===== src/rtl/serial_word_tx_pkg.sv =====
// Shared word/byte geometry and transmitter state encoding for the serial
// word path (transmitter, 8-to-32 packer, 32-to-8 splitter).
package serial_word_tx_pkg;

  localparam int unsigned WORD_W         = 32;
  localparam int unsigned BYTE_W         = 8;
  localparam int unsigned BYTES_PER_WORD = WORD_W / BYTE_W;

  typedef enum logic {
    IDLE,
    SEND
  } tx_state_t;

endpackage


===== src/rtl/sync_word_fifo.sv =====
// Single-clock word FIFO with registered ready; occupancy counter drives
// full/empty so readers never see a word on the edge it was written.
module sync_word_fifo #(
  parameter int unsigned WIDTH = 32,
  parameter int unsigned DEPTH = 4
) (
  input  logic             clk,
  input  logic             rst,
  input  logic [WIDTH-1:0] push_data,
  input  logic             push,
  input  logic             pop,
  output logic [WIDTH-1:0] pop_data,
  output logic             full,
  output logic             empty,
  output logic             ready
);

  localparam int unsigned AW = $clog2(DEPTH);
  localparam logic [AW:0] FULL_CNT = (AW+1)'(DEPTH);
  localparam logic [AW:0] ONE_CNT  = (AW+1)'(1);
  localparam logic [AW-1:0] ONE_PTR = AW'(1);

  logic [WIDTH-1:0] mem [DEPTH];
  logic [AW-1:0]    wr_ptr;
  logic [AW-1:0]    rd_ptr;
  logic [AW:0]      count;
  logic [AW:0]      count_next;
  logic             push_en;
  logic             pop_en;

  assign push_en  = push & ready;
  assign pop_en   = pop & ~empty;
  assign full     = (count == FULL_CNT);
  assign empty    = (count == '0);
  assign pop_data = mem[rd_ptr];

  always_comb begin
    count_next = count;
    case ({push_en, pop_en})
      2'b10:   count_next = count + ONE_CNT;
      2'b01:   count_next = count - ONE_CNT;
      default: count_next = count;
    endcase
  end

  always_ff @(posedge clk) begin
    if (push_en) mem[wr_ptr] <= push_data;
  end

  always_ff @(posedge clk) begin
    if (rst) begin
      wr_ptr <= '0;
      rd_ptr <= '0;
      count  <= '0;
      ready  <= 1'b1;
    end else begin
      if (push_en) wr_ptr <= wr_ptr + ONE_PTR;
      if (pop_en)  rd_ptr <= rd_ptr + ONE_PTR;
      count <= count_next;
      ready <= (count_next != FULL_CNT);
    end
  end

endmodule


===== src/rtl/serial_word_tx.sv =====
// Bit-serial word transmitter: buffers 32-bit words and shifts them out
// MSB first, each word starting on a byte-slot boundary (bit_phase 0).
module serial_word_tx
  import serial_word_tx_pkg::*;
#(
  parameter int unsigned FIFO_DEPTH = 4,
  parameter logic        IDLE_BIT   = 1'b0,
  parameter int unsigned CNT_W      = 16
) (
  input  logic              t_clk,
  input  logic              rst,
  input  logic [WORD_W-1:0] in_data,
  input  logic              in_valid,
  output logic              in_ready,
  output logic              data_out,
  output logic [2:0]        bit_phase,
  output logic              word_start,
  output logic              busy,
  output logic [CNT_W-1:0]  words_sent
);

  localparam logic [2:0] LAST_PHASE = 3'(BYTE_W - 1);
  localparam logic [4:0] LAST_BIT   = 5'(WORD_W - 1);

  tx_state_t         state;
  tx_state_t         state_next;
  logic [WORD_W-1:0] shreg;
  logic [4:0]        bit_cnt;
  logic              pop;
  logic              word_done;
  logic [WORD_W-1:0] fifo_data;
  logic              fifo_full;
  logic              fifo_empty;

  sync_word_fifo #(
    .WIDTH (WORD_W),
    .DEPTH (FIFO_DEPTH)
  ) u_fifo (
    .clk       (t_clk),
    .rst       (rst),
    .push_data (in_data),
    .push      (in_valid & ~fifo_full),
    .pop       (pop),
    .pop_data  (fifo_data),
    .full      (fifo_full),
    .empty     (fifo_empty),
    .ready     (in_ready)
  );

  assign busy = (state == SEND) | ~fifo_empty;

  // Loads happen only on the phase-7 edge; bit 31 always lands there too,
  // so back-to-back words stay byte-aligned without an idle bit.
  always_comb begin
    state_next = state;
    pop        = 1'b0;
    word_done  = 1'b0;
    if (bit_phase == LAST_PHASE) begin
      case (state)
        IDLE: begin
          if (!fifo_empty) begin
            pop        = 1'b1;
            state_next = SEND;
          end
        end
        SEND: begin
          if (bit_cnt == LAST_BIT) begin
            word_done = 1'b1;
            if (!fifo_empty) pop = 1'b1;
            else             state_next = IDLE;
          end
        end
        default: state_next = IDLE;
      endcase
    end
  end

  always_ff @(posedge t_clk) begin
    if (rst) begin
      state      <= IDLE;
      bit_phase  <= '0;
      shreg      <= '0;
      bit_cnt    <= '0;
      data_out   <= IDLE_BIT;
      word_start <= 1'b0;
      words_sent <= '0;
    end else begin
      bit_phase  <= bit_phase + 3'd1;
      state      <= state_next;
      word_start <= pop;
      if (pop) begin
        data_out <= fifo_data[WORD_W-1];
        shreg    <= {fifo_data[WORD_W-2:0], 1'b0};
        bit_cnt  <= '0;
      end else if (state_next == SEND) begin
        data_out <= shreg[WORD_W-1];
        shreg    <= {shreg[WORD_W-2:0], 1'b0};
        bit_cnt  <= bit_cnt + 5'd1;
      end else begin
        data_out <= IDLE_BIT;
      end
      if (word_done) words_sent <= words_sent + CNT_W'(1);
    end
  end

endmodule

===== config.mk =====
export PLATFORM = sky130hd
export DESIGN_NAME = serial_word_tx
export DESIGN_NICKNAME = d
export VERILOG_FILES = /design/src/rtl/serial_word_tx_pkg.sv /design/src/rtl/sync_word_fifo.sv /design/src/rtl/serial_word_tx.sv
export SDC_FILE = /design/constraint.sdc
export NUM_CORES = 1
export LEC_CHECK = 0
export BUFFER_PORTS_ARGS = -buffer_cell sky130_fd_sc_hd__buf_2
export CORE_ASPECT_RATIO = 0.75
export CORE_MARGIN = 3
export CORE_UTILIZATION = 54
export DETAILED_ROUTE_END_ITERATION = 12
export PLACE_DENSITY = 0.84
export SYNTH_ARGS = -nofsm -noshare
export SYNTH_HDL_FRONTEND = slang
export SYNTH_SLANG_ARGS = --single-unit

===== constraint.sdc =====
create_clock -name t_clk -period 2.88 [get_ports t_clk]
set_input_delay 0.576 -clock t_clk [delete_from_list [all_inputs] [get_ports t_clk]]
set_output_delay 0.576 -clock t_clk [all_outputs]
set_load 0.005 [all_outputs]

==> results of run 1 <==
[layer usage]
metal / up-vias / GRT usage (%) / wire (um)
met1: 2254 / 25.2 / 6270
met5: - / 0 / 0
met2: 151 / 32.1 / 6850
met3: 27 / 5.22 / 814
li1: 2061 / - / -
met4: 0 / 5.91 / 217
[placed cells by master, fill, tap and decap left out, types with 6 or more instances in the layout]
cell type,Yosys,final
a211oi_1,28,28
nand3_1,7,7
ha_1,10,10
or3_1,6,6
clkbuf_16,0,17
dfxtp_1,68,66
nor2_1,53,53
edfxtp_1,128,128
buf_2,5,57
xor2_1,11,11
o21ai_0,7,7
mux4_2,32,32
buf_4,6,11
a21oi_1,40,39
inv_1,7,7
nand2_1,41,41
[report_power, final]
part | switching [mW] | internal, mW | total, mW
combinational | 0.148 | 0.0969 | 0.245
clock | 1.10 | 1.25 | 2.35
sequential | 0.0328 | 3.11 | 3.14
total | 1.29 | 4.45 | 5.74
[cells by family after synthesis]
| kind of cell | after synthesis | share of synthesized area (%) |
|---|---|---|
| AO/OA/AOI/OAI | 83 | 6.93 |
| XOR/XNOR | 17 | 2.05 |
| flip-flops | 196 | 68.1 |
| AND/OR/NAND/NOR | 138 | 8.25 |
| buffers and inverters | 38 | 2.93 |
| adder cells (fa/ha/maj) | 11 | 1.90 |
| multiplexers | 35 | 9.82 |
[cells in the mapped netlist, types with 5 or more instances]
cell type,number
or3_1,6
dfxtp_1,68
nor2_1,53
buf_4,6
a21oi_1,40
nand4_1,5
clkbuf_1,9
edfxtp_1,128
buf_2,5
xor2_1,11
nand3_1,7
ha_1,10
buf_6,7
inv_1,7
a211oi_1,28
nand2_1,41
mux4_2,32
o21ai_0,7
xnor2_1,5
[through the flow]
stage	worst slack (ns)	std cells	utilization [%]	instance area [um2]	power, mW
4_1_cts	0.183	760	64.5	8650	5.78
3_5_place_dp	0.194	728	60.0	8050	3.45
6_report	0.238	760	64.5	8660	5.74
2_1_floorplan	0.104	518	-	7640	3.34
3_3_place_gp	0.326	728	60.0	8050	3.43
5_1_grt	0.00141	760	64.5	8660	5.94
[registers in the layout (all words and copies together) (netlist names), named ones only]
signal	flops
u_fifo.mem	128
shreg	31
words_sent	16
bit_cnt	5
bit_phase	3
u_fifo.count	3
u_fifo.rd_ptr	2
u_fifo.wr_ptr	2
data_out	1
state	1
u_fifo.ready	1
word_start	1
[worst min-delay path by stage]
stage,end,cells past startpoint,startpoint
after global placement,bit_phase[0]$_SDFF_PP0_,1,bit_phase[0]$_SDFF_PP0_
final,u_fifo.mem[1][11]$_DFFE_PP_,1,in_data[11]
after floorplan,bit_phase[0]$_SDFF_PP0_,1,bit_phase[0]$_SDFF_PP0_
after detailed placement,bit_phase[0]$_SDFF_PP0_,1,bit_phase[0]$_SDFF_PP0_
after global routing,u_fifo.mem[0][10]$_DFFE_PP_,1,in_data[10]
after CTS,u_fifo.mem[2][11]$_DFFE_PP_,1,in_data[11]
[repair_timing]
item	CTS	global route
hold endpoints to repair	0	0
gates resized for setup	0	2
endpoints found under the setup margin	0	1
hold buffers	0	0
[layout make-up]
class | count | area share [%]
clock inverter | 15 | 2.05
multi-input combinational | 284 | 25.6
sequential | 196 | 60.1
inverter | 8 | 0.347
tap | 171 | 2.47
timing repair buffer | 69 | 4.48
clock buffer | 17 | 4.91
[critical path, stage by stage (launching register included)]
cell and delay (ns):
dfxtp_1 0.37, ha_1 0.18, and3_1 0.16, ha_1 0.21
nand2b_1 0.16, nand2_2 0.07, inv_2 0.06, ha_1 0.17
inv_1 0.06, fa_1 0.37, xor2_1 0.16, or3_1 0.34
a21oi_2 0.17, nand2b_1 0.07
==> metrics, run 1 <==
status=finished, final reports clean; HPWL Detailed=8480 um; Num Clock Sinks=196; DRC viols=0; Worst Path Arrival=2.97 ns; Initial Util=56.9%; Final Skew=0.0116 ns; worst hold margin=0.350 ns; FF+latch count, synth=196; worst hold path class=in -> reg; Routed Antenna Nets=0; die area=0.0156 mm2; FF-to-FF End=u_fifo.ready$_SDFF_PP1_; antenna cells=0; register area=0.00521 mm2; CTS Buffer Depth=2; CP required=3.21 ns; syn nets=564; register area share after synthesis=68.1%; synth-to-layout area growth=13.3%; # nets final=622; GPL Wtd Cong=0.796; top cell type's share of synthesized area=50.3%; Critical path destination=u_fifo.ready$_SDFF_PP1_; TNS Setup=0 ns; # Post-CTS Setup Buffers=0; ys flop type=edfxtp_1; reg2reg start=bit_cnt[1]$_SDFFE_PP0P_; Power Density=663 mW/mm2; IO Count=58; ranking of synthesized cells by area=edfxtp_1 (50%), dfxtp_1 (18%), mux4_2 (9.4%); Setup CP Type=reg -> reg; iteration-0 DRC count of the detailed router=287; FFs w/ async S/R, synth=0%; Rows=36; Max Cap Violations=0; Skew-Pair Late Insertion Delay=0.43 ns; number of H-tree levels=4; die span in x=143 um; Max-slew headroom=47.2%; unrepaired setup endpoints after global routing=false; mean post-synth cell area=14.8 um2; DR pass1 iterations=5; Syn. warnings=0; clock root cell=clkbuf_16; CP startpoint kind=register; synthesized cell area=0.00764 mm2; TritonCTS buffer count=17; Setup Viol. Count Final=0; initial antenna violation count=0; Setup crit start=bit_cnt[1]$_SDFFE_PP0P_; multi-input logic area=0.00222 mm2; Critical Path Sink Type=register; share of cells above drive strength 1=24.4%; largest net degree at the start of global routing=35; DR vias=4493; Syn Inst Count=518; maximum fanout along the worst path=4; crit share post-route=91.8%; Yosys cell types=42; Worst VDD drop=0.452 mV; fmax=378 MHz; first-pass GRT wire length=23000 um; Clock Pin Slew Worst Setup and Hold Paths=0.08 ns; Core ar.=0.0134 mm2; Total Wirelength=14200 um; reg2reg path depth=13; port bufs=57; final worst path period need=2.64 ns; Max Slew Vio Count=0; CTS tree=done; WL per Instance=18.6 um; slew of the pin with the lowest slew margin=0.791 ns; Filler Cell Count=981; All-Layer GR Usage=19.3%; Via density=5.91; grt total ovfl=0; vias in the first global route=4571; Die Ht=109 um; r2r setup slk=0.24 ns; dominant cell type by area after synthesis=edfxtp_1; final hold vios=0; Lkg Pwr=2.95 nW; number of synthesized flops with an enable pin=128
Note: power is estimated with default switching activity, not from simulation.
==> inputs of run 2 (changes only) <==
--- a/config.mk
+++ b/config.mk
@@ -7,10 +7,10 @@
 export LEC_CHECK = 0
 export BUFFER_PORTS_ARGS = -buffer_cell sky130_fd_sc_hd__buf_2
 export CORE_ASPECT_RATIO = 0.75
-export CORE_MARGIN = 3
+export CORE_MARGIN = 2
 export CORE_UTILIZATION = 54
 export DETAILED_ROUTE_END_ITERATION = 12
-export PLACE_DENSITY = 0.84
+export PLACE_DENSITY_LB_ADDON = 0.2
 export SYNTH_ARGS = -nofsm -noshare
 export SYNTH_HDL_FRONTEND = slang
 export SYNTH_SLANG_ARGS = --single-unit
==> run 2 against run 1 <==
  * Non-clock buffer count rose by 1
  * Setup slack got worse by 0.039 ns
  * Power rose by 0.36%
  * Final cell count rose by 0.66%
  * First-iteration DRC count rose by 17%
  * Die area fell by 3.2%
  * Clock-buffer cell count rose by 3
  * Worst hold slack improved by 0.014 ns
  * Clock power barely moved
  * Core utilization fell by 1.5 points
  * Critical path type unchanged
==> metrics, run 2 (synthesis results as in run 1) <==
status=finished, final reports clean; Worst Hold Path EP=u_fifo.mem[0][10]$_DFFE_PP_; Power Density=664 mW/mm2; GPL Wtd Cong=0.777; IO Count=58; initial antenna violation count=0; DR vias=4330; CP startpoint kind=register; Critical Path Sink Type=register; multi-input logic area=0.00222 mm2; critical path cell sequence=ha_1 -> and3_1 -> ha_1 -> nand2b_1 -> nand2_2 -> inv_2 -> ha_1 -> inv_1 -> fa_1 -> xor2_1 -> or3_1 -> a21oi_2 -> nand2b_1; DR pass1 iterations=5; Area after DPL=0.00806 mm2; Skew-Pair Late Insertion Delay=0.42 ns; Rows=37; Routed Antenna Nets=0; HPWL Detailed=8210 um; synth-to-layout area growth=13.4%; unrepaired setup endpoints after global routing=false; max incr delay on CP=0.40 ns; hold_buf cts=0; largest registers=u_fifo.mem x128, shreg x31, words_sent x16; largest net degree at the start of global routing=41; Setup CP Type=reg -> reg; iteration-0 DRC count of the detailed router=337; TritonCTS buffer count=17; Setup Viol. Count Final=0; fmax=373 MHz; max FFs per register=128; reg2reg path depth=13; Total Wirelength=13800 um; Core ar.=0.0137 mm2; Max-slew headroom=49.7%; slew of the pin with the lowest slew margin=0.754 ns; Clock Pin Slew Worst Setup and Hold Paths=0.07 ns; leading cell type in the layout, fill and taps excluded=edfxtp_1; Die Ht=107 um; register area=0.00521 mm2; Top reg by flops=u_fifo.mem; die span in x=141 um; antenna cells=0; Initial Util=55.6%; Hold Path Origin=in_data[10]; Max Slew Vio Count=0; # Post-CTS Setup Buffers=0; port bufs=57; CP required=3.20 ns; FF-to-FF End=u_fifo.ready$_SDFF_PP1_; clock root cell=clkbuf_16; final worst path period need=2.68 ns; CP most frequent cell=ha_1; first-pass GRT wire length=22200 um; grt total ovfl=0; CTS Buffer Depth=2; Max Cap Violations=0; CTS tree=done; Via density=5.66; # nets final=623; All-Layer GR Usage=19.7%; Final Skew=0.00828 ns; Lkg Pwr=2.95 nW; hold path depth=1; commonest non-fill, non-tap cells in the layout=edfxtp_1 (128), dfxtp_1 (67), buf_2 (57), nor2_1 (53), nand2_1 (41); final hold vios=0; crit share post-route=93.1%; # resized after CTS=0; share of cells above drive strength 1=24.1%; reg2reg start=bit_cnt[0]$_SDFFE_PP0P_; Worst Path Arrival=3.00 ns; worst hold path class=in -> reg; Num Clock Sinks=196; Worst VDD drop=0.423 mV; TNS Setup=0 ns; final instance area=0.00867 mm2; number of H-tree levels=4; Filler Cell Count=1007; Slowest-stage cell, CP=dfxtp_1; r2r setup slk=0.20 ns; DRC viols=0; WL per Instance=18.1 um; vias in the first global route=4315; maximum fanout along the worst path=4; die area=0.0151 mm2
## run 2: changes by cell type in the layout (fill, tap and decap cells not counted), sizes merged
cell    previous run  this run
buf               69        70
clkinv             4         6
inv               16         9
bufinv             1         3
clkbuf            17        20
## run 2: layout make-up
| type | instances | area share, % |
|---|---|---|
| sequential | 196 | 60.1 |
| inverter | 8 | 0.346 |
| clock buffer | 20 | 5.15 |
| multi-input combinational | 284 | 25.6 |
| timing repair buffer | 70 | 4.56 |
| clock inverter | 12 | 1.79 |
| tap | 175 | 2.53 |
## run 2: metrics by stage
stage          cells  hold WS (ns)  util [%]  setup WS, ns  total power, mW
6_report         765         0.364      63.0         0.199             5.76
5_1_grt          765         0.344      63.0       0.00125             5.96
4_1_cts          765         0.343      63.0         0.142             5.81
3_5_place_dp     733         0.433      58.6         0.189             3.45
3_3_place_gp     733         0.426      58.6         0.317             3.43
2_1_floorplan    518         0.432         -         0.104             3.34
## run 2: how the worst max path moves through the flow
stage / from / endpoint / slack [ns] / cells after the start
after floorplan: bit_cnt[0]$_SDFFE_PP0P_ / u_fifo.ready$_SDFF_PP1_ / 0.10 / 14
after global placement: bit_cnt[0]$_SDFFE_PP0P_ / u_fifo.ready$_SDFF_PP1_ / 0.32 / 13
after detailed placement: bit_cnt[0]$_SDFFE_PP0P_ / u_fifo.ready$_SDFF_PP1_ / 0.19 / 13
after CTS: bit_cnt[0]$_SDFFE_PP0P_ / u_fifo.ready$_SDFF_PP1_ / 0.14 / 13
after global routing: bit_cnt[0]$_SDFFE_PP0P_ / u_fifo.ready$_SDFF_PP1_ / 0.001 / 13
final: bit_cnt[0]$_SDFFE_PP0P_ / u_fifo.ready$_SDFF_PP1_ / 0.20 / 13
## run 2: worst max-delay path: cells and delay by family, from the launching register on
kind,cells,cell delay (ns)
AOI/OAI and AO/OA,1,0.16
and+or+nand+nor,5,0.79
DFF,1,0.40
adders and majority gates,4,0.96
xor gates and xnor gates,1,0.16
buffers and inverters,2,0.11
## run 2: per-layer routing
layer	global-route usage, %	up-vias	part of all wire, %
met5	0	-	0
met4	6.93	0	0.85
met3	5.27	10	6.5
met2	31.0	105	48
met1	26.9	2156	45
li1	-	2059	-
## run 2: power breakdown
group	internal [mW]	switching (mW)	total [mW]
registers	3.11	0.0316	3.14
logic	0.0968	0.142	0.238
clock network	1.39	0.986	2.38
total	4.60	1.16	5.76
